[src/rtl/rv32_pkg.sv]
// Shared RV32 decode types: write-back source, branch condition, format codes
// and the execute-control bundle carried from decode to execute.
package rv32_pkg;

  typedef enum logic [1:0] {
    WB_ALU,
    WB_PC,
    WB_LSU,
    WB_CSR
  } wb_source_t;

  typedef enum logic [2:0] {
    BR_NOP,
    BR_EQ,
    BR_NE,
    BR_GT,
    BR_GE,
    BR_LT,
    BR_LE
  } br_condition_t;

  localparam logic [5:0] FMT_R = 6'b100000;
  localparam logic [5:0] FMT_I = 6'b010000;
  localparam logic [5:0] FMT_S = 6'b001000;
  localparam logic [5:0] FMT_B = 6'b001100;
  localparam logic [5:0] FMT_U = 6'b000010;
  localparam logic [5:0] FMT_J = 6'b000011;

  typedef struct packed {
    logic          rf_we;
    logic          op0_pc;
    logic          op1_imm;
    logic          alu_force_add;
    logic [3:0]    ram_req;
    logic          ram_wr;
    wb_source_t    wb;
    logic          csr_wr;
    logic          csr_rd;
    logic          csr_bit_op;
    logic          csr_bit_set_or_clr;
    logic          csr_use_imm;
    br_condition_t br_cond;
    logic          br_is_cond;
    logic          br_jmp;
    logic          error;
  } ctrl_t;

endpackage

[src/rtl/rv32_mod_ctrl_fifo.sv]
// Generic synchronous FIFO (power-of-two DEPTH) with a synchronous clear that
// overrides push and pop; rdata shows the head entry whenever !empty.
module rv32_mod_ctrl_fifo #(
  parameter int WIDTH = 8,
  parameter int DEPTH = 2
) (
  input  logic             clk,
  input  logic             rst,
  input  logic             clear,
  input  logic             push,
  input  logic [WIDTH-1:0] wdata,
  input  logic             pop,
  output logic [WIDTH-1:0] rdata,
  output logic             full,
  output logic             empty
);

  localparam int AW = $clog2(DEPTH);
  localparam logic [AW:0] PTR_ONE = {{AW{1'b0}}, 1'b1};

  logic [WIDTH-1:0] mem_q [DEPTH];
  logic [AW:0]      wr_ptr_q, wr_ptr_d;
  logic [AW:0]      rd_ptr_q, rd_ptr_d;
  logic             do_push, do_pop;

  // The extra pointer bit separates full from empty when the indices match.
  assign empty   = (wr_ptr_q == rd_ptr_q);
  assign full    = (wr_ptr_q[AW] != rd_ptr_q[AW]) &&
                   (wr_ptr_q[AW-1:0] == rd_ptr_q[AW-1:0]);
  assign do_push = push && !full && !clear;
  assign do_pop  = pop && !empty && !clear;
  assign rdata   = mem_q[rd_ptr_q[AW-1:0]];

  always_comb begin
    // NOTE: every always_comb output gets a default first so no latch is inferred.
    wr_ptr_d = wr_ptr_q;
    rd_ptr_d = rd_ptr_q;
    if (clear) begin
      wr_ptr_d = '0;
      rd_ptr_d = '0;
    end else begin
      if (do_push) wr_ptr_d = wr_ptr_q + PTR_ONE;
      if (do_pop)  rd_ptr_d = rd_ptr_q + PTR_ONE;
    end
  end

  // NOTE: state registers use non-blocking assignments; combinational logic uses blocking.
  always_ff @(posedge clk or posedge rst) begin
    if (rst) begin
      wr_ptr_q <= '0;
      rd_ptr_q <= '0;
    end else begin
      wr_ptr_q <= wr_ptr_d;
      rd_ptr_q <= rd_ptr_d;
    end
  end

  // NOTE: storage is reset because the head entry is visible on rdata straight out of reset.
  always_ff @(posedge clk or posedge rst) begin
    if (rst) begin
      for (int i = 0; i < DEPTH; i++) mem_q[i] <= '0;
    end else if (do_push) begin
      mem_q[wr_ptr_q[AW-1:0]] <= wdata;
    end
  end

endmodule

[src/rtl/rv32_mod_decode_ctrl_stage.sv]
// Control-decode stage: turns {format, func, qualifiers} into a ctrl_t bundle,
// buffers bundles with their tags, and counts accepted illegal instructions.
module rv32_mod_decode_ctrl_stage
  import rv32_pkg::*;
#(
  parameter int DEPTH     = 2,
  parameter int TAG_W     = 4,
  parameter int ERR_CNT_W = 8
) (
  input  logic                 clk,
  input  logic                 rst,
  input  logic                 flush,
  input  logic                 in_valid,
  output logic                 in_ready,
  input  logic [TAG_W-1:0]     in_tag,
  input  logic [5:0]           instruction_format,
  input  logic [5:0]           func,
  input  logic                 is_mem_or_io,
  input  logic                 is_system,
  input  logic                 rf_target_is_x0,
  input  logic                 rf_source_is_x0,
  output logic                 out_valid,
  input  logic                 out_ready,
  output logic [TAG_W-1:0]     out_tag,
  output ctrl_t                out_ctrl,
  output logic [ERR_CNT_W-1:0] err_count
);

  localparam int CTRL_W = $bits(ctrl_t);
  localparam int FIFO_W = TAG_W + CTRL_W;
  localparam logic [ERR_CNT_W-1:0] ERR_ONE = {{(ERR_CNT_W-1){1'b0}}, 1'b1};

  ctrl_t                dec_ctrl;
  logic                 push_fire, pop_fire;
  logic                 fifo_full, fifo_empty;
  logic [FIFO_W-1:0]    fifo_rdata;
  logic                 rst_done_q;
  logic [ERR_CNT_W-1:0] err_count_q, err_count_d;

  function automatic ctrl_t decode_ctrl(
    input logic [5:0] fmt,
    input logic [5:0] fn,
    input logic       mem,
    input logic       sys,
    input logic       rd_x0,
    input logic       rs_x0
  );
    ctrl_t      c;
    logic [2:0] f3;
    f3              = fn[2:0];
    c               = '0;
    c.alu_force_add = 1'b1;
    c.wb            = WB_ALU;
    c.br_cond       = BR_NOP;
    case (fmt)
      FMT_R: begin
        c.rf_we         = 1'b1;
        c.alu_force_add = 1'b0;
      end
      FMT_I: begin
        if (mem) begin
          c.rf_we   = 1'b1;
          c.op1_imm = 1'b1;
          c.wb      = WB_LSU;
          c.ram_req = {1'b0, f3};
        end else if (fn[5]) begin
          c.rf_we   = 1'b1;
          c.op1_imm = 1'b1;
          c.br_jmp  = 1'b1;
          c.wb      = WB_PC;
        end else if (sys) begin
          // ECALL/EBREAK are trapped downstream via the error bit.
          if (f3 == 3'b000) begin
            c.error = 1'b1;
          end else begin
            c.rf_we       = !rd_x0;
            c.wb          = WB_CSR;
            c.csr_use_imm = f3[2];
            if (f3[1:0] == 2'b01) begin
              c.csr_wr = 1'b1;
              c.csr_rd = !rd_x0;
            end else if (f3[1]) begin
              c.csr_rd             = 1'b1;
              c.csr_wr             = !rs_x0;
              c.csr_bit_op         = 1'b1;
              c.csr_bit_set_or_clr = !f3[0];
            end
          end
        end else begin
          c.rf_we         = 1'b1;
          c.op1_imm       = 1'b1;
          c.alu_force_add = 1'b0;
        end
      end
      FMT_S: begin
        c.op1_imm = 1'b1;
        c.ram_req = fn[3:0];
        c.ram_wr  = 1'b1;
      end
      FMT_B: begin
        c.br_is_cond = 1'b1;
        c.br_cond    = br_condition_t'(f3);
        c.op0_pc     = 1'b1;
        c.op1_imm    = 1'b1;
      end
      FMT_U: begin
        c.rf_we   = 1'b1;
        c.op1_imm = 1'b1;
        c.op0_pc  = !fn[4];
      end
      FMT_J: begin
        c.rf_we   = 1'b1;
        c.op0_pc  = 1'b1;
        c.op1_imm = 1'b1;
        c.br_jmp  = 1'b1;
        c.wb      = WB_PC;
      end
      default: begin
        c       = '0;
        c.error = 1'b1;
      end
    endcase
    return c;
  endfunction

  always_comb begin
    dec_ctrl = decode_ctrl(instruction_format, func, is_mem_or_io, is_system,
                           rf_target_is_x0, rf_source_is_x0);
  end

  // in_ready depends only on registered state, never on out_ready.
  assign in_ready  = rst_done_q && !fifo_full;
  assign out_valid = !fifo_empty;
  assign push_fire = in_valid && in_ready && !flush;
  assign pop_fire  = out_valid && out_ready && !flush;

  rv32_mod_ctrl_fifo #(
    .WIDTH (FIFO_W),
    .DEPTH (DEPTH)
  ) u_fifo (
    .clk   (clk),
    .rst   (rst),
    .clear (flush),
    .push  (push_fire),
    .wdata ({in_tag, dec_ctrl}),
    .pop   (pop_fire),
    .rdata (fifo_rdata),
    .full  (fifo_full),
    .empty (fifo_empty)
  );

  assign out_tag  = fifo_rdata[FIFO_W-1 -: TAG_W];
  assign out_ctrl = ctrl_t'(fifo_rdata[CTRL_W-1:0]);

  always_comb begin
    err_count_d = err_count_q;
    if (push_fire && dec_ctrl.error && (err_count_q != '1)) begin
      err_count_d = err_count_q + ERR_ONE;
    end
  end

  assign err_count = err_count_q;

  always_ff @(posedge clk or posedge rst) begin
    if (rst) begin
      rst_done_q  <= 1'b0;
      err_count_q <= '0;
    end else begin
      rst_done_q  <= 1'b1;
      err_count_q <= err_count_d;
    end
  end

endmodule
[config.mk]
export PLATFORM = sky130hd
export DESIGN_NAME = rv32_mod_decode_ctrl_stage
export DESIGN_NICKNAME = d
export VERILOG_FILES = /design/src/rtl/rv32_pkg.sv /design/src/rtl/rv32_mod_ctrl_fifo.sv /design/src/rtl/rv32_mod_decode_ctrl_stage.sv
export SDC_FILE = /design/constraint.sdc
export NUM_CORES = 1
export LEC_CHECK = 0
export ABC_AREA = 0
export CORE_AREA = 2 2 80 82
export CTS_BUF_LIST = sky130_fd_sc_hd__clkbuf_8
export DETAILED_ROUTE_END_ITERATION = 8
export DIE_AREA = 0 0 82 84
export PLACE_DENSITY_LB_ADDON = 0.12
export SYNTH_ARGS = -nofsm -noshare
export SYNTH_HDL_FRONTEND = slang
export SYNTH_SLANG_ARGS = --single-unit
export TNS_END_PERCENT = 1
[constraint.sdc]
create_clock -name clk -period 3.3 [get_ports clk]
set_input_delay 0.99 -clock clk [delete_from_list [all_inputs] [get_ports clk]]
set_output_delay 0.99 -clock clk [all_outputs]
set_load 0.02 [all_outputs]
* Word-level counts from Yosys, hierarchy flattened *
Index checks and enable logic that the tools add are counted.

storage, ports and cells
  register bits = 65
  bits of input ports = 25

operators by class
  add/subtract/negate cells = 3
  magnitude comparators = 3
  eq/ne operators = 11
  mux-type cells = 45
  bitwise gates (word level) = 2
  reductions and logical operators = 27

operator list
  cell                   number
  $mux W26               4
  $bwmux W52             1
  $demux W26 S1          1
  $mux W2                10
  $mux W5                3
  $mux W7                2
  $logic_and A1 B1 Y1    13
  $mux W1                13
  $eq A6 B2 Y1 const B   2
  $eq A6 B4 Y1 const B   2
  $pmux W1 S2            6
  $add A8 B1 Y8 const B  1
  $mux W4                2
  $ne A8 B8 Y1 const B   1
  $pmux W4 S2            1
  $logic_not A1 Y1       7
  $eq A6 B5 Y1 const B   1
  $eq A6 B6 Y1 const B   1
  $reduce_or A5 Y1       1
  $add A2 B1 Y2 const B  2
  $ge A2 B2 Y1 const B   2
  $not A1 Y2             2
  $pmux W2 S2            1
  $reduce_bool A2 Y1     2
  other kinds (10)       10

* Depth between registers and ports, before layout *
  word-level depth = 10
  mapped depth = 7
  depth with buffers taken out = 5

* Hierarchy *
Synthesis repeated with hierarchy kept, for this count alone.

second synthesis, totals
  cell total of the unflattened synthesis = 274
  area, all modules = 3467.1 um2

by module, submodules not included
  module                      times used  cells each  area each (um2)  seq. area each (um2)
  rv32_mod_ctrl_fifo          1           170         2623.8           1401.3
  rv32_mod_decode_ctrl_stage  1           104         843.3            225.2

* Least setup slack after synthesis *
OpenSTA, ideal clock, no wires.

  kind = in2reg
  start point = input port instruction_format[5]
  end point = register err_count_q[6], in the netlist err_count[6]
  data arrival time = 2.435 ns
  required time = 3.175 ns
  slack = 0.740 ns
  cell stages on the path = 6
  path buffers = 1
  cell sequence = or3_1 > or2_4 > a32o_2 > buf_6 > nand4_4 > mux2_4

between the ends
  cells in the longest elaborated chain, start to end = 5
  elaborated cells on any way between the ends = 10
  classes of those cells = eq/ne: 6; mux: 1; reduce/logical: 3

ends and longest elaborated chain
  element                               RTL line                           RTL
  start, declared                       rv32_mod_decode_ctrl_stage.sv:16   input logic [5:0] instruction_format,
  $eq A6 B2 Y1 (tied with other cells)  rv32_mod_decode_ctrl_stage.sv:55   case (fmt)
  $reduce_or A5 Y1 (no source line)     n/a
  $pmux W1 S2 (*)                       rv32_mod_decode_ctrl_stage.sv:55
  $logic_and A1 B1 Y1 (*) (2 in a row)  rv32_mod_decode_ctrl_stage.sv:157  if (push_fire && dec_ctrl.error && (err_count_q != '1)) begin
  end signal, assigned                  rv32_mod_decode_ctrl_stage.sv:170  err_count_q <= err_count_d;
  end, declared                         rv32_mod_decode_ctrl_stage.sv:38   logic [ERR_CNT_W-1:0] err_count_q, err_count_d;

Mark *: on every way between the ends. The rest lies on a longest branch, timed or not.
A chain may end at the register's enable or synchronous reset.

* Final worst setup path *
  start point = register u_fifo.wr_ptr_q[0]
  end point = output port in_ready

between the ends
  cells in the longest elaborated chain, start to end = 4

ends and longest elaborated chain
  element                 RTL line                           RTL
  start, declared         rv32_mod_ctrl_fifo.sv:22           logic [AW:0] wr_ptr_q, wr_ptr_d;
  start signal, assigned  rv32_mod_ctrl_fifo.sv:53           wr_ptr_q <= wr_ptr_d;
  $eq A1 B1 Y1            rv32_mod_ctrl_fifo.sv:29           (wr_ptr_q[AW-1:0] == rd_ptr_q[AW-1:0]);
  $logic_and A1 B1 Y1     rv32_mod_ctrl_fifo.sv:28           assign full = (wr_ptr_q[AW] != rd_ptr_q[AW]) &&
  $logic_not A1 Y1        rv32_mod_decode_ctrl_stage.sv:132  assign in_ready = rst_done_q && !fifo_full;
  $logic_and A1 B1 Y1     rv32_mod_decode_ctrl_stage.sv:132
  end, declared           rv32_mod_decode_ctrl_stage.sv:14   output logic in_ready,

No other way between the ends.

==> results.txt <==
- For the worst-skew pair, the clock arrives at the later sink with an insertion delay of 0.33 ns.
* Power density over cell area: 546 nW/um^2
- For this run, design rule violations remaining after detail routing come to 0.
- After Yosys synthesis, and, or, nand and nor cells account for 16.9% of the synthesized area.
- The largest individual stage delay along the critical path comes from the cell sky130_fd_sc_hd__clkdlybuf4s50_1.
* Worst max-slew margin expressed relative to the limit: 62.3%
- CTS Root Cell: sky130_fd_sc_hd__clkbuf_8
* Fraction of the yosys area taken by sequential cells: 51.4%
- For the worst flop-to-flop path, the logic depth is 5.
* Worst slack at placement: 0.196 ns
- Total CTS buffers: 9
- Area Overhead vs Synth: 30.2%
* Total negative slack: 0 ns
- CP required: 2.31 ns
* Number of setup violations in the final report: 0
* Quantity of I/O buffers inserted on ports: 60
- Final Worst Setup Slack: 0.278 ns
* Share of the clock period used by the worst path: 91.6%
- The number of placed instances, taps included, is 436.
- In the synthesized netlist, mux cells make up 14.1% of the area.
- The floorplan step defined a core boundary enclosing 6100 um^2.
* Critical path startpoint: u_fifo.wr_ptr_q[0]
* Routability congestion estimate: 0.860
- Entering global routing, the biggest net connects 48 pins.
* Class of the worst hold path: flip-flop to flip-flop
* Largest voltage drop on the vdd net: 0.000363 V
* Endpoint of the worst register-to-register path: u_fifo.mem_q[49]
- Seq cells post-synth: 65
- After detailed routing, the average wire length per cell comes to 14.2 um.
- Number of antenna violations at the first check in global routing: 0
* Number of enable flip-flop cells after synthesis: 0
- The average instance in the mapped netlist occupies 10.4 um^2.
- Antenna diode count: 0
- Max-cap violations in this run came to 0.
* Gates resized, CTS repair: 0
* Cell types occupying the most area after synthesis: sky130_fd_sc_hd__dfrtp_1 (51%), sky130_fd_sc_hd__mux2_2 (13%), sky130_fd_sc_hd__nand2_1 (6.9%), sky130_fd_sc_hd__o21ai_0 (4.4%), sky130_fd_sc_hd__o21ai_1 (2.4%)
* Slack of the worst reg-to-reg path: 1.26 ns
- The net count of the finished layout is 396.
- TritonCTS clock tree: done
- Count of H-tree levels built during CTS: 3
- Post-CTS timing repair inserted 0 buffers for setup.
- CTS sink count: 65
- Aggregate global-route resource usage: 20.6%
- The flow ran to the end, and the final reports show no timing, DRC or antenna violations.
- Area share of the largest cell type after synthesis: 51.4%
- Post-detailed-routing wire length: 6.42 mm
- Row count: 29
- STA classifies the critical path endpoint as an output pin.
- For this run, the number of Yosys warnings is 0.
* Largest family of logic cells by synthesized area: simple AND/OR/NAND/NOR gates
- Post-layout util: 67.5%
- Final Hold Violating Endpoints: 0
* Count of different cell masters after synthesis: 49
- The floorplan step defined a die boundary enclosing 6890 um^2.
- Summed over all cells, the static leakage comes to 1.76 nW.
- Critical Path Max Stage Delay: 0.53 ns
- For this configuration, the core starts out at a cell density of 51.9%.
* Via density per instance: 5.25
* Post-Synthesis Cell Area: 3160 um^2
- Cell area after placement: 3880 um^2
- Fill cells: 476
- Post-Syn Instances: 303
* Starting DRC count in detailed routing: 83
- Number of global-route vias before repair: 2354
- Peak clock frequency supported by timing: 331 MHz
* Layout cells sized above 1: 19.5%
- Synthesized-area fraction occupied by adder cells: 0.396%
* Predominant post-synthesis flop cell: sky130_fd_sc_hd__dfrtp_1
- Filler-free cell count of the finished design: 452
- The number of hold buffers added after CTS was 0.
* Post-Synth XOR/XNOR Area: 3.05%
* Y dimension of the die: 84 um
- Largest buffer count on any clock path: 2
* Origin of the worst min-delay path: u_fifo.mem_q[7]
* Gr ovfl total: 0
- Synthesized-area fraction occupied by ao, oa, aoi and oai cells: 11.4%
* Crit Reg-Reg Startpoint: u_fifo.wr_ptr_q[0]
- Classification of the worst setup path: flip-flop to output pin
* First-pass iteration count of the detailed router: 4
- Traced cell by cell, the critical path runs through xnor2_1 > nand2_1 > and2_1 > clkdlybuf4s50_1.
- Of all nets on the critical path, the largest fanout is 5.
* Largest clock skew in the final design: 0.00780 ns
- In this run the worst setup path terminates at in_ready.
- Clock-pin slew was measured on the worst setup and hold paths at 0.07 ns.
- Routed Antenna Nets: 0
* Worst hold-check slack: 0.476 ns
* Cell accounting for the most synthesized area: sky130_fd_sc_hd__dfrtp_1
- Setup repair after global routing missed its margin: false
- At the pin with the least slew margin, the transition time is 0.565 ns.
* Startpoint Class: flip-flop
- STA puts the critical path data arrival time at 2.03 ns.
- The number of pins exceeding their max-slew limit in the final report is 0.
- With fillers left out, the area of the finished cells amounts to 4120 um^2.
- Share of async-settable or async-resettable flops after synthesis: 100%
* Final worst path period need: 3.02 ns
- Final total power: 2.25 mW
- Total nets after synthesis: 329
- Number of vias after detailed routing: 2373
- In this run the horizontal extent of the chip is 82 um.
- The wire-length estimate of the detail-placed layout is 4.44 mm.
- Io pins: 61
- The first global-routing pass estimated 10.8 mm of wire.
-- cells in the mapped netlist, types with 2 or more instances --
| cell type | count |
|---|---|
| sky130_fd_sc_hd__nor2b_1 | 2 |
| sky130_fd_sc_hd__o21ai_0 | 28 |
| sky130_fd_sc_hd__buf_2 | 7 |
| sky130_fd_sc_hd__nand2b_1 | 4 |
| sky130_fd_sc_hd__xor2_1 | 5 |
| sky130_fd_sc_hd__and3_1 | 3 |
| sky130_fd_sc_hd__o21ai_1 | 15 |
| sky130_fd_sc_hd__clkbuf_1 | 4 |
| sky130_fd_sc_hd__or3_1 | 2 |
| sky130_fd_sc_hd__mux2_2 | 36 |
| sky130_fd_sc_hd__nor3b_1 | 3 |
| sky130_fd_sc_hd__nor2_1 | 10 |
| sky130_fd_sc_hd__o31ai_1 | 2 |
| sky130_fd_sc_hd__dfrtp_1 | 65 |
| sky130_fd_sc_hd__inv_1 | 3 |
| sky130_fd_sc_hd__nand4_1 | 2 |
| sky130_fd_sc_hd__nand3_1 | 12 |
| sky130_fd_sc_hd__a21oi_1 | 4 |
| sky130_fd_sc_hd__nand2_1 | 58 |
| sky130_fd_sc_hd__o21a_1 | 2 |
| sky130_fd_sc_hd__nor3_1 | 2 |
| sky130_fd_sc_hd__mux2_4 | 2 |
| sky130_fd_sc_hd__xnor2_1 | 6 |
-- routing by layer --
metal  GRT usage, %  part of all wire (%)  vias to the layer above
li1               -                     -                     1189
met1           28.4                    49                     1123
met2           31.6                    46                       48
met3           3.79                   3.4                       13
met4           9.09                   1.9                        0
met5              0                     0                        -
-- worst min-delay path by stage --
stage | endpoint | slack [ns] | cells after the start
2_1_floorplan | u_fifo.mem_q[7] | 0.44 | 2
3_3_place_gp | u_fifo.mem_q[8] | 0.46 | 2
3_5_place_dp | u_fifo.mem_q[6] | 0.46 | 2
4_1_cts | u_fifo.mem_q[6] | 0.48 | 2
5_1_grt | u_fifo.mem_q[6] | 0.50 | 2
6_report | u_fifo.mem_q[7] | 0.48 | 2
-- final cells by class --
class | instances | area, um^2 | area share [%]
sequential | 65 | 1630 | 39.5
multi-input combinational | 221 | 1450 | 35.3
timing repair buffer | 70 | 688 | 16.7
clock buffer | 12 | 165 | 4.01
tap | 77 | 96.3 | 2.34
clock inverter | 4 | 73.8 | 1.79
inverter | 3 | 11.3 | 0.274
-- report_power, final --
part | internal, mW | switching (mW)
sequential | 0.877 | 0.0668
combinational | 0.269 | 0.250
clock | 0.487 | 0.296
total | 1.63 | 0.613
-- worst max-delay path: cells and delay by family, from the launching register on --
kind,cells,cell delay (ns)
flops,1,0.45
xor+xnor,1,0.38
simple gates,2,0.33
buf+inv,1,0.53
-- sequential cells by signal, indices dropped and copies added, names as in the netlist --
name	count
u_fifo.wr_ptr_q	2
u_fifo.mem_q	52
u_fifo.rd_ptr_q	2
err_count	8
rst_done_q	1
-- cells in the final DEF, fill, tap and decap left out, types with 2 or more instances in the layout --
cell type	synthesis	final
sky130_fd_sc_hd__dfrtp_1	65	65
sky130_fd_sc_hd__clkdlybuf4s50_1	0	60
sky130_fd_sc_hd__nand2_1	58	58
sky130_fd_sc_hd__mux2_2	36	36
sky130_fd_sc_hd__o21ai_0	28	28
sky130_fd_sc_hd__o21ai_1	15	15
sky130_fd_sc_hd__nand3_1	12	12
sky130_fd_sc_hd__clkbuf_8	0	12
sky130_fd_sc_hd__nor2_1	10	10
sky130_fd_sc_hd__buf_4	0	9
sky130_fd_sc_hd__xnor2_1	6	6
sky130_fd_sc_hd__xor2_1	5	5
sky130_fd_sc_hd__nand2b_1	4	4
sky130_fd_sc_hd__a21oi_1	4	4
sky130_fd_sc_hd__nor3b_1	3	3
sky130_fd_sc_hd__and3_1	3	3
sky130_fd_sc_hd__nor3_1	2	2
sky130_fd_sc_hd__or3_1	2	2
sky130_fd_sc_hd__nand4_1	2	2
sky130_fd_sc_hd__o21a_1	2	2
sky130_fd_sc_hd__inv_1	3	2
sky130_fd_sc_hd__mux2_4	2	2
sky130_fd_sc_hd__o31ai_1	2	2
sky130_fd_sc_hd__nor2b_1	2	2
sky130_fd_sc_hd__bufinv_16	0	2
-- logic make-up (layout without fill, tap and decap cells) --
kind of cell	Yosys count	count (layout)
AND/OR/NAND/NOR	108	108
flip-flops	65	65
AO/OA/AOI/OAI	61	61
multiplexers	39	39
buffers and inverters	17	89
XOR/XNOR	11	11
adder cells (fa/ha/maj)	1	1
other	1	1
Power figures use the tool's default switching activity.
